<file path="src/rtl/mips32_prog_loader.sv">
// Framed byte-stream program loader for pipe_MIPS32: writes image words, then releases the CPU.
// Define MIPS_LOADER_CHECKSUM_EN to require a trailing XOR checksum byte per frame.
module mips32_prog_loader #(
    parameter int ADDR_W    = 10,
    parameter int MEM_DEPTH = 1024
) (
    input  logic              clk1,
    input  logic              rst,
    input  logic              in_valid,
    input  logic [7:0]        in_data,
    output logic              in_ready,
    output logic              mem_we,
    output logic [ADDR_W-1:0] mem_addr,
    output logic [31:0]       mem_wdata,
    input  logic              cpu_halted,
    output logic              cpu_halt,
    output logic              cpu_start,
    output logic [ADDR_W-1:0] start_pc,
    output logic              load_done,
    output logic              err
);

    typedef enum logic [2:0] {
        S_HDR,
        S_DATA,
        S_FLUSH,
        S_CHK,
        S_START,
        S_RUN
    } state_t;

    state_t      state, state_nx;
    logic [1:0]  bcnt;
    logic [15:0] cnt, base, widx;
    logic [23:0] wbuf;
    logic        halted_q;

    logic        xfer, hdr_last, word_done, frame_last;
    logic        halt_rise, addr_bad, base_bad;
    logic [15:0] base_nx;
    logic [16:0] waddr;

    assign in_ready   = ~rst & (state == S_HDR || state == S_DATA
                                || state == S_CHK);
    assign xfer       = in_valid & in_ready;
    assign hdr_last   = xfer && state == S_HDR && bcnt == 2'd3;
    assign word_done  = xfer && state == S_DATA && bcnt == 2'd3;
    assign frame_last = word_done && widx == cnt - 16'd1;
    assign halt_rise  = cpu_halted & ~halted_q;
    assign base_nx    = {base[15:8], in_data};
    // 17-bit sums so BASE+idx never wraps back into range
    assign waddr      = {1'b0, base} + {1'b0, widx};
    assign addr_bad   = waddr >= 17'(MEM_DEPTH);
    assign base_bad   = {1'b0, base_nx} >= 17'(MEM_DEPTH);
    assign start_pc   = base[ADDR_W-1:0];

`ifdef MIPS_LOADER_CHECKSUM_EN
    logic [7:0] xsum;
    logic       chk_ok;

    assign chk_ok = (in_data == xsum) && !err;

    always_ff @(posedge clk1) begin
        if (rst)
            xsum <= 8'd0;
        else if (xfer)
            xsum <= (state == S_HDR && bcnt == 2'd0) ? in_data
                                                     : xsum ^ in_data;
    end
`endif

    always_ff @(posedge clk1) begin
        if (rst)
            state <= S_HDR;
        else
            state <= state_nx;
    end

    always_comb begin
        state_nx  = state;
        cpu_start = 1'b0;
        unique case (state)
            S_HDR: begin
                if (hdr_last) begin
                    if (cnt != 16'd0)
                        state_nx = S_DATA;
`ifdef MIPS_LOADER_CHECKSUM_EN
                    else
                        state_nx = S_CHK;
`else
                    else if (base_bad)
                        state_nx = S_HDR;
                    else
                        state_nx = S_START;
`endif
                end
            end
            S_DATA: begin
`ifdef MIPS_LOADER_CHECKSUM_EN
                if (frame_last)
                    state_nx = S_CHK;
`else
                if (frame_last)
                    state_nx = S_FLUSH;
`endif
            end
            // lets the final write retire before cpu_start
            S_FLUSH: state_nx = err ? S_HDR : S_START;
            S_CHK: begin
`ifdef MIPS_LOADER_CHECKSUM_EN
                if (xfer)
                    state_nx = chk_ok ? S_START : S_HDR;
`else
                state_nx = S_HDR;
`endif
            end
            S_START: begin
                cpu_start = 1'b1;
                state_nx  = S_RUN;
            end
            S_RUN: begin
                if (halt_rise)
                    state_nx = S_HDR;
            end
            default: state_nx = S_HDR;
        endcase
    end

    always_ff @(posedge clk1) begin
        if (rst) begin
            bcnt      <= 2'd0;
            cnt       <= 16'd0;
            base      <= 16'd0;
            widx      <= 16'd0;
            wbuf      <= 24'd0;
            halted_q  <= 1'b0;
            mem_we    <= 1'b0;
            mem_addr  <= '0;
            mem_wdata <= 32'd0;
            cpu_halt  <= 1'b1;
            load_done <= 1'b0;
            err       <= 1'b0;
        end else begin
            mem_we   <= 1'b0;
            halted_q <= cpu_halted;
            if (xfer && state != S_CHK)
                bcnt <= bcnt + 2'd1;
            if (xfer && state == S_HDR) begin
                widx <= 16'd0;
                unique case (bcnt)
                    2'd0: begin
                        cnt[15:8] <= in_data;
                        load_done <= 1'b0;
                        err       <= 1'b0;
                    end
                    2'd1: cnt[7:0]   <= in_data;
                    2'd2: base[15:8] <= in_data;
                    default: begin
                        base[7:0] <= in_data;
                        if (cnt == 16'd0 && base_bad)
                            err <= 1'b1;
                    end
                endcase
            end
            if (xfer && state == S_DATA) begin
                wbuf <= {wbuf[15:0], in_data};
                if (word_done) begin
                    mem_we    <= ~addr_bad;
                    mem_addr  <= waddr[ADDR_W-1:0];
                    mem_wdata <= {wbuf, in_data};
                    widx      <= widx + 16'd1;
                    if (addr_bad)
                        err <= 1'b1;
                end
            end
            if (state_nx == S_START && state != S_START) begin
                cpu_halt  <= 1'b0;
                load_done <= 1'b1;
            end
            if (state == S_RUN && halt_rise)
                cpu_halt <= 1'b1;
        end
    end

endmodule

</file>
<file path="config.mk">
export PLATFORM = sky130hd
export DESIGN_NAME = mips32_prog_loader
export DESIGN_NICKNAME = d
export VERILOG_FILES = /design/src/rtl/mips32_prog_loader.sv
export SDC_FILE = /design/constraint.sdc
export NUM_CORES = 1
export LEC_CHECK = 0
export CAP_MARGIN = 40
export CORE_MARGIN = 2
export CORE_UTILIZATION = 45
export DETAILED_ROUTE_END_ITERATION = 7
export DONT_BUFFER_PORTS = 1
export GPL_TIMING_DRIVEN = 0
export RECOVER_POWER = 50
export SYNTH_ARGS = -nofsm -noshare
export SYNTH_HDL_FRONTEND = slang
export SYNTH_SLANG_ARGS = --single-unit
</file>
<file path="constraint.sdc">
create_clock -name clk1 -period 4.75 [get_ports clk1]
set_input_delay 0.95 -clock clk1 [delete_from_list [all_inputs] [get_ports clk1]]
set_output_delay 0.95 -clock clk1 [all_outputs]
set_load 0.01 [all_outputs]
</file>
==> results of run 1 <==
[where the power goes]
group | internal (mW) | switching [mW]
Clock | 0.884 | 0.465
Combinational | 0.0611 | 0.0883
Sequential | 1.05 | 0.0120
[critical path, stage by stage]
cell	delay, ps
or3b_1	330
clkbuf_1	190
nor4_1	1170
nand4_1	210
nor3_1	300
nand4_1	160
nor4_2	530
o32ai_1	140
[placed cells by master, fill, tap and decap left out, types with 9 or more instances in the layout]
| cell type | count |
|---|---|
| dfxtp_1 | 124 |
| nand3_1 | 14 |
| a31oi_1 | 10 |
| ha_1 | 23 |
| a21oi_1 | 67 |
| clkbuf_16 | 17 |
| o21ai_0 | 31 |
| or3_1 | 10 |
| clkbuf_1 | 44 |
| nand2b_1 | 23 |
| inv_1 | 13 |
| xnor2_1 | 18 |
| nand2_1 | 133 |
| nor2_1 | 63 |
| xor2_1 | 14 |
| mux2i_1 | 35 |
| nand4_1 | 9 |
[through the flow]
step                      instances  util [%]  power, mW  hold WS [ps]  area (sq um)
after global placement          896     47.38      1.226         447.8          6200
after floorplan                 720         -      1.193         432.1          5979
final                           928     51.71      2.561         452.9          6766
after detailed placement        897     47.47      1.234         453.8          6211
after CTS                       928     52.16      2.586         461.6          6825
after global routing            928     51.71      2.645         481.2          6766
[flip-flops by register name, summed over array words and instances (netlist names)]
name       cells
widx          16
bcnt           2
mem_we         1
cpu_halt       1
base          16
halted_q       1
wbuf          24
cnt           16
state          3
err            1
mem_addr      10
mem_wdata     32
load_done      1
[routing by layer]
| layer | track usage, % | up-vias | share of wire (%) |
|---|---|---|---|
| met5 | 0 | - | 0 |
| met4 | 8.854 | 0 | 2.4 |
| met3 | 5.939 | 24 | 5.8 |
| met2 | 40.23 | 140 | 48 |
| met1 | 30.05 | 2431 | 44 |
| li1 | - | 2516 | - |
[cell type report]
type,instances,area [sq um]
fillers,1267,6319
multi-input cells,535,3194
flip-flops and latches,124,2482
clock buffers,19,442.9
well taps,176,220.2
plain buffers,48,195.2
clock inverters,12,171.4
inverters,13,48.80
repair buffers,1,11.26
[logic make-up after synthesis]
group | after synthesis
multiplexers | 38
flip-flops | 124
adder cells (fa/ha/maj) | 24
AO/OA/AOI/OAI | 142
buffers and inverters | 61
XOR/XNOR | 32
AND/OR/NAND/NOR | 299
[worst max-delay path by stage]
stage              from             endpoint  slack, ps  cells past startpoint
3_5_place_dp        rst             in_ready       1340                      4
5_1_grt        in_valid  state[0]$_SDFF_PP0_        800                      8
3_3_place_gp        rst             in_ready       1340                      4
6_report       in_valid  state[0]$_SDFF_PP0_       1020                      8
2_1_floorplan       rst             in_ready       1890                      4
4_1_cts             rst             in_ready       1340                      4
==> results.json, run 1 <==
{
  "status": "complete, but fails checks",
  "violations": "capacitance limit, slew limit",
  "grt-ovfl-total": 0,
  "grt_use_total_pct": 24.07,
  "syn_inst": 720,
  "synth_compound_area_share_pct": 13.68,
  "finalCritPeriodShare_pct": 78.47,
  "cp.arrival_ps": 4000,
  "cp_max_fo": 9,
  "slew_headroom_pct": -2.254,
  "finalWirelength_um": 16440,
  "critPathRequiredTime_ps": 5020,
  "synth_top_area_share_pct": 41.51,
  "cts_tree": "yes",
  "skew_ps": 6.039,
  "grt_pass1_vias": 5006,
  "r2r_setup_slack_ps": 1170,
  "endpoint_kind": "flop",
  "timing_hold_violations_final": 0,
  "clockBufferDepth": 2,
  "dr.pass1.iters": 5,
  "clock.fmax_ghz": 0.2683,
  "crit_type": "in -> reg",
  "post-dp-hpwl_um": 12130,
  "tightestPinTransition_ps": 1520,
  "yosysMostFrequentCell": "nand2_1",
  "synth_adder_area_share_pct": 5.148,
  "drt-initial-drc-count": 358,
  "synth_edf_count": 0,
  "tns_ps": 0,
  "area_growth_syn_to_layout_pct": 13.16,
  "ys_seq_area_share_pct": 41.51,
  "drive_gt1_share_pct": 5.452,
  "coreArea_sq_mm": 0.01309,
  "n_antenna_cell": 0,
  "finalSetupViolCount": 0,
  "fin_nets": 776,
  "grt_first_pass_wirelength_um": 26420,
  "wl_per_cell_um": 17.72,
  "grt_setup_unrepaired": "no",
  "cts.sinks": 124,
  "whs_path_depth": 2,
  "h-tree-depth": 4,
  "hold_path_end": "mem_wdata[28]$_SDFFE_PP0P_",
  "synth_common_cells": "nand2_1, dfxtp_1, a21oi_1",
  "pin_count": 70,
  "synth-simple-area-share_pct": 23.81,
  "fp.dieH_um": 119.3,
  "r2r_cells": 8,
  "synth_top_family_by_area": "simple AND/OR/NAND/NOR gates",
  "startpoint_type": "input port",
  "hold_buffers": 0,
  "yosysUniqueCellTypes": 53,
  "place_ws_ps": 1343,
  "worst_hold_startpoint": "wbuf[20]$_SDFFE_PP0P_",
  "start_util_pct": 45.70,
  "clk_latency_ps": 420,
  "clock-root-buffer": "clkbuf_16",
  "slew_violations": 10,
  "synthArstFlopShare_pct": 0,
  "rows": 42,
  "routed_via_density": 5.508,
  "postSynthAreaPerCell_sq_um": 8.305,
  "cts_resized": 0,
  "synth_ff_type": "dfxtp_1",
  "numPortBuffers": 0,
  "setup_ws_ps": 1023,
  "r2r_end": "state[0]$_SDFF_PP0_",
  "synth_top_area_cell": "dfxtp_1",
  "drc": 0,
  "drv_cap": 1,
  "fin_crit_ps": 3727,
  "yosys_warnings": 0,
  "gp_congestion": 0.8575,
  "die_width_um": 119.3,
  "synth_area_leaders": "dfxtp_1, nand2_1, mux2i_1, a21oi_1, ha_1",
  "ir_drop_mv": 0.2091,
  "syn_nets": 756,
  "worstReg2RegStart": "state[1]$_SDFF_PP0_",
  "hp-class": "reg -> reg",
  "p_per_area_mw_per_mm2": 378.4,
  "p_leak_nw": 2.629,
  "cts_made_buffers": 17,
  "antenna_found_initial": 0,
  "grt_max_degree": 17,
  "syn-cell-area_sq_mm": 0.005979,
  "cts_setup_buffers": 0,
  "die_area_sq_mm": 0.01423,
  "path_clk_slew_ps": 50,
  "vias": 5111,
  "synth_xor_area_share_pct": 4.687,
  "synth_seq_cells": 124,
  "synthMuxAreaShare_pct": 6.424,
  "postRouteAntennaNets": 0
}
No activity file was read; power rests on OpenSTA's default activity.
==> run 2: changes to the inputs <==
==> constraint.sdc (replaced) <==
create_clock -name clk1 -period 3 [get_ports clk1]
set_input_delay 0.6 -clock clk1 [delete_from_list [all_inputs] [get_ports clk1]]
set_output_delay 0.6 -clock clk1 [all_outputs]
set_load 0.01 [all_outputs]
==> run 2 against run 1 <==
Effect of this change: the flow now finishes without violations; cell area rose by 0.24%; utilization rose by 0.12 points; global-route usage did not move; critical path depth rose by 2; clock-buffer cell count did not move; via count rose by 0.55%; total power rose by 58%; clock power rose by 59%; combinational power rose by 60%.
==> results.json, run 2 (synthesis results as in run 1) <==
{
  "pin_count": 70,
  "start_util_pct": 45.70,
  "crit_type": "reg -> reg",
  "n_antenna_cell": 0,
  "endpoint_kind": "flop",
  "post-dp-hpwl_um": 12130,
  "startpoint_type": "flop",
  "clock.fmax_ghz": 0.3529,
  "path_clk_slew_ps": 60,
  "hold_buffers": 0,
  "crit_buf_inv": 1,
  "drv_cap": 0,
  "fp.dieH_um": 119.3,
  "drc": 0,
  "timing_hold_violations_final": 0,
  "skew_ps": 6.794,
  "gp_congestion": 0.8575,
  "tns_ps": 0,
  "drt-initial-drc-count": 347,
  "grt_first_pass_wirelength_um": 26420,
  "postLayoutCoreUtil_pct": 51.84,
  "reg_top3": "mem_wdata (32), wbuf (24)",
  "slew_violations": 0,
  "antenna_found_initial": 0,
  "die_width_um": 119.3,
  "r2r_cells": 10,
  "clockBufferDepth": 2,
  "critPathRequiredTime_ps": 3270,
  "rows": 42,
  "cp_slowest_cell": "o41ai_1",
  "final_common_cell": "nand2_1",
  "h-tree-depth": 4,
  "finalWirelength_um": 16420,
  "top_register": "mem_wdata",
  "critPathTopFamily": "compound AO/OA/AOI/OAI gates",
  "routed_via_density": 5.538,
  "final_cell_mix": "nand2_1, dfxtp_1, a21oi_1",
  "cts_setup_buffers": 0,
  "vias": 5139,
  "slew_headroom_pct": 38.63,
  "postRouteAntennaNets": 0,
  "ir_drop_mv": 0.3308,
  "p_per_area_mw_per_mm2": 598.3,
  "finalSetupViolCount": 0,
  "total_power_mw": 4.058,
  "tightestPinTransition_ps": 908.7,
  "fin_nets": 776,
  "clock-root-buffer": "clkbuf_16",
  "grt_use_total_pct": 24.07,
  "cp_max_fo": 5,
  "cts_resized": 0,
  "cts.sinks": 124,
  "finalCritPeriodShare_pct": 94.45,
  "coreArea_sq_mm": 0.01309,
  "crit_chain": "ha_1, inv_1, fa_1, nand2b_1, a21oi_1, o41ai_1, nand3_1, mux2i_1, and4_1, o32ai_1",
  "status": "finished clean",
  "cp.arrival_ps": 3110,
  "whs_path_depth": 2,
  "largest_reg_flops": 32,
  "drive_gt1_share_pct": 5.718,
  "cp.depth": 10,
  "area_growth_syn_to_layout_pct": 13.43,
  "dr.pass1.iters": 5,
  "numPortBuffers": 0,
  "fin_crit_ps": 2834,
  "crit_path_max_incr_delay_ps": 810,
  "grt_max_degree": 17,
  "cts_tree": "yes",
  "cts_made_buffers": 17,
  "die_area_sq_mm": 0.01423,
  "finalHoldWorstSlack_ps": 302.7,
  "grt_setup_unrepaired": "no",
  "grt-ovfl-total": 0,
  "grt_pass1_vias": 5006,
  "wl_per_cell_um": 17.69,
  "p_leak_nw": 2.636,
  "hp-class": "in -> reg",
  "clk_latency_ps": 420
}
## run 2: stage by stage
stage	std cells	instance area, sq um	setup slack [ps]
after detailed placement	897	6211	27.31
final	928	6783	166.4
after global placement	896	6200	23.43
after CTS	928	6825	239.3
after global routing	928	6783	87.15
after floorplan	720	5979	696.8
## run 2: report_power, final
group	internal, mW	switching (mW)	total (mW)
Sequential	1.66	0.0190	1.68
Clock	1.40	0.738	2.14
Combinational	0.0970	0.141	0.238
Total	3.16	0.898	4.06
## run 2: final cells by class
cell class	instances	area, sq um
Buffer	48	196.4
Clock buffer	19	442.9
Clock inverter	12	171.4
Fill cell	1264	6302
Inverter	13	48.80
Multi-Input combinational cell	535	3209
Sequential cell	124	2482
Tap cell	176	220.2
Timing Repair Buffer	1	11.26
## run 2: path summary, 6_finish.rpt
check	slack, ps	end	from
hold reg to reg	450	mem_wdata[28]$_SDFFE_PP0P_	wbuf[20]$_SDFFE_PP0P_
setup reg to reg	170	err$_SDFF_PP0_	widx[0]$_SDFF_PP0_
hold / removal	300	mem_wdata[7]$_SDFFE_PP0P_	in_data[7]
setup / recovery	170	err$_SDFF_PP0_	widx[0]$_SDFF_PP0_
## run 2: routing by layer
layer  share of wire (%)  track usage, %
met1                  44           30.05
met2                  48           40.23
met3                 5.9           5.939
met4                 2.4           8.854
met5                   0               0
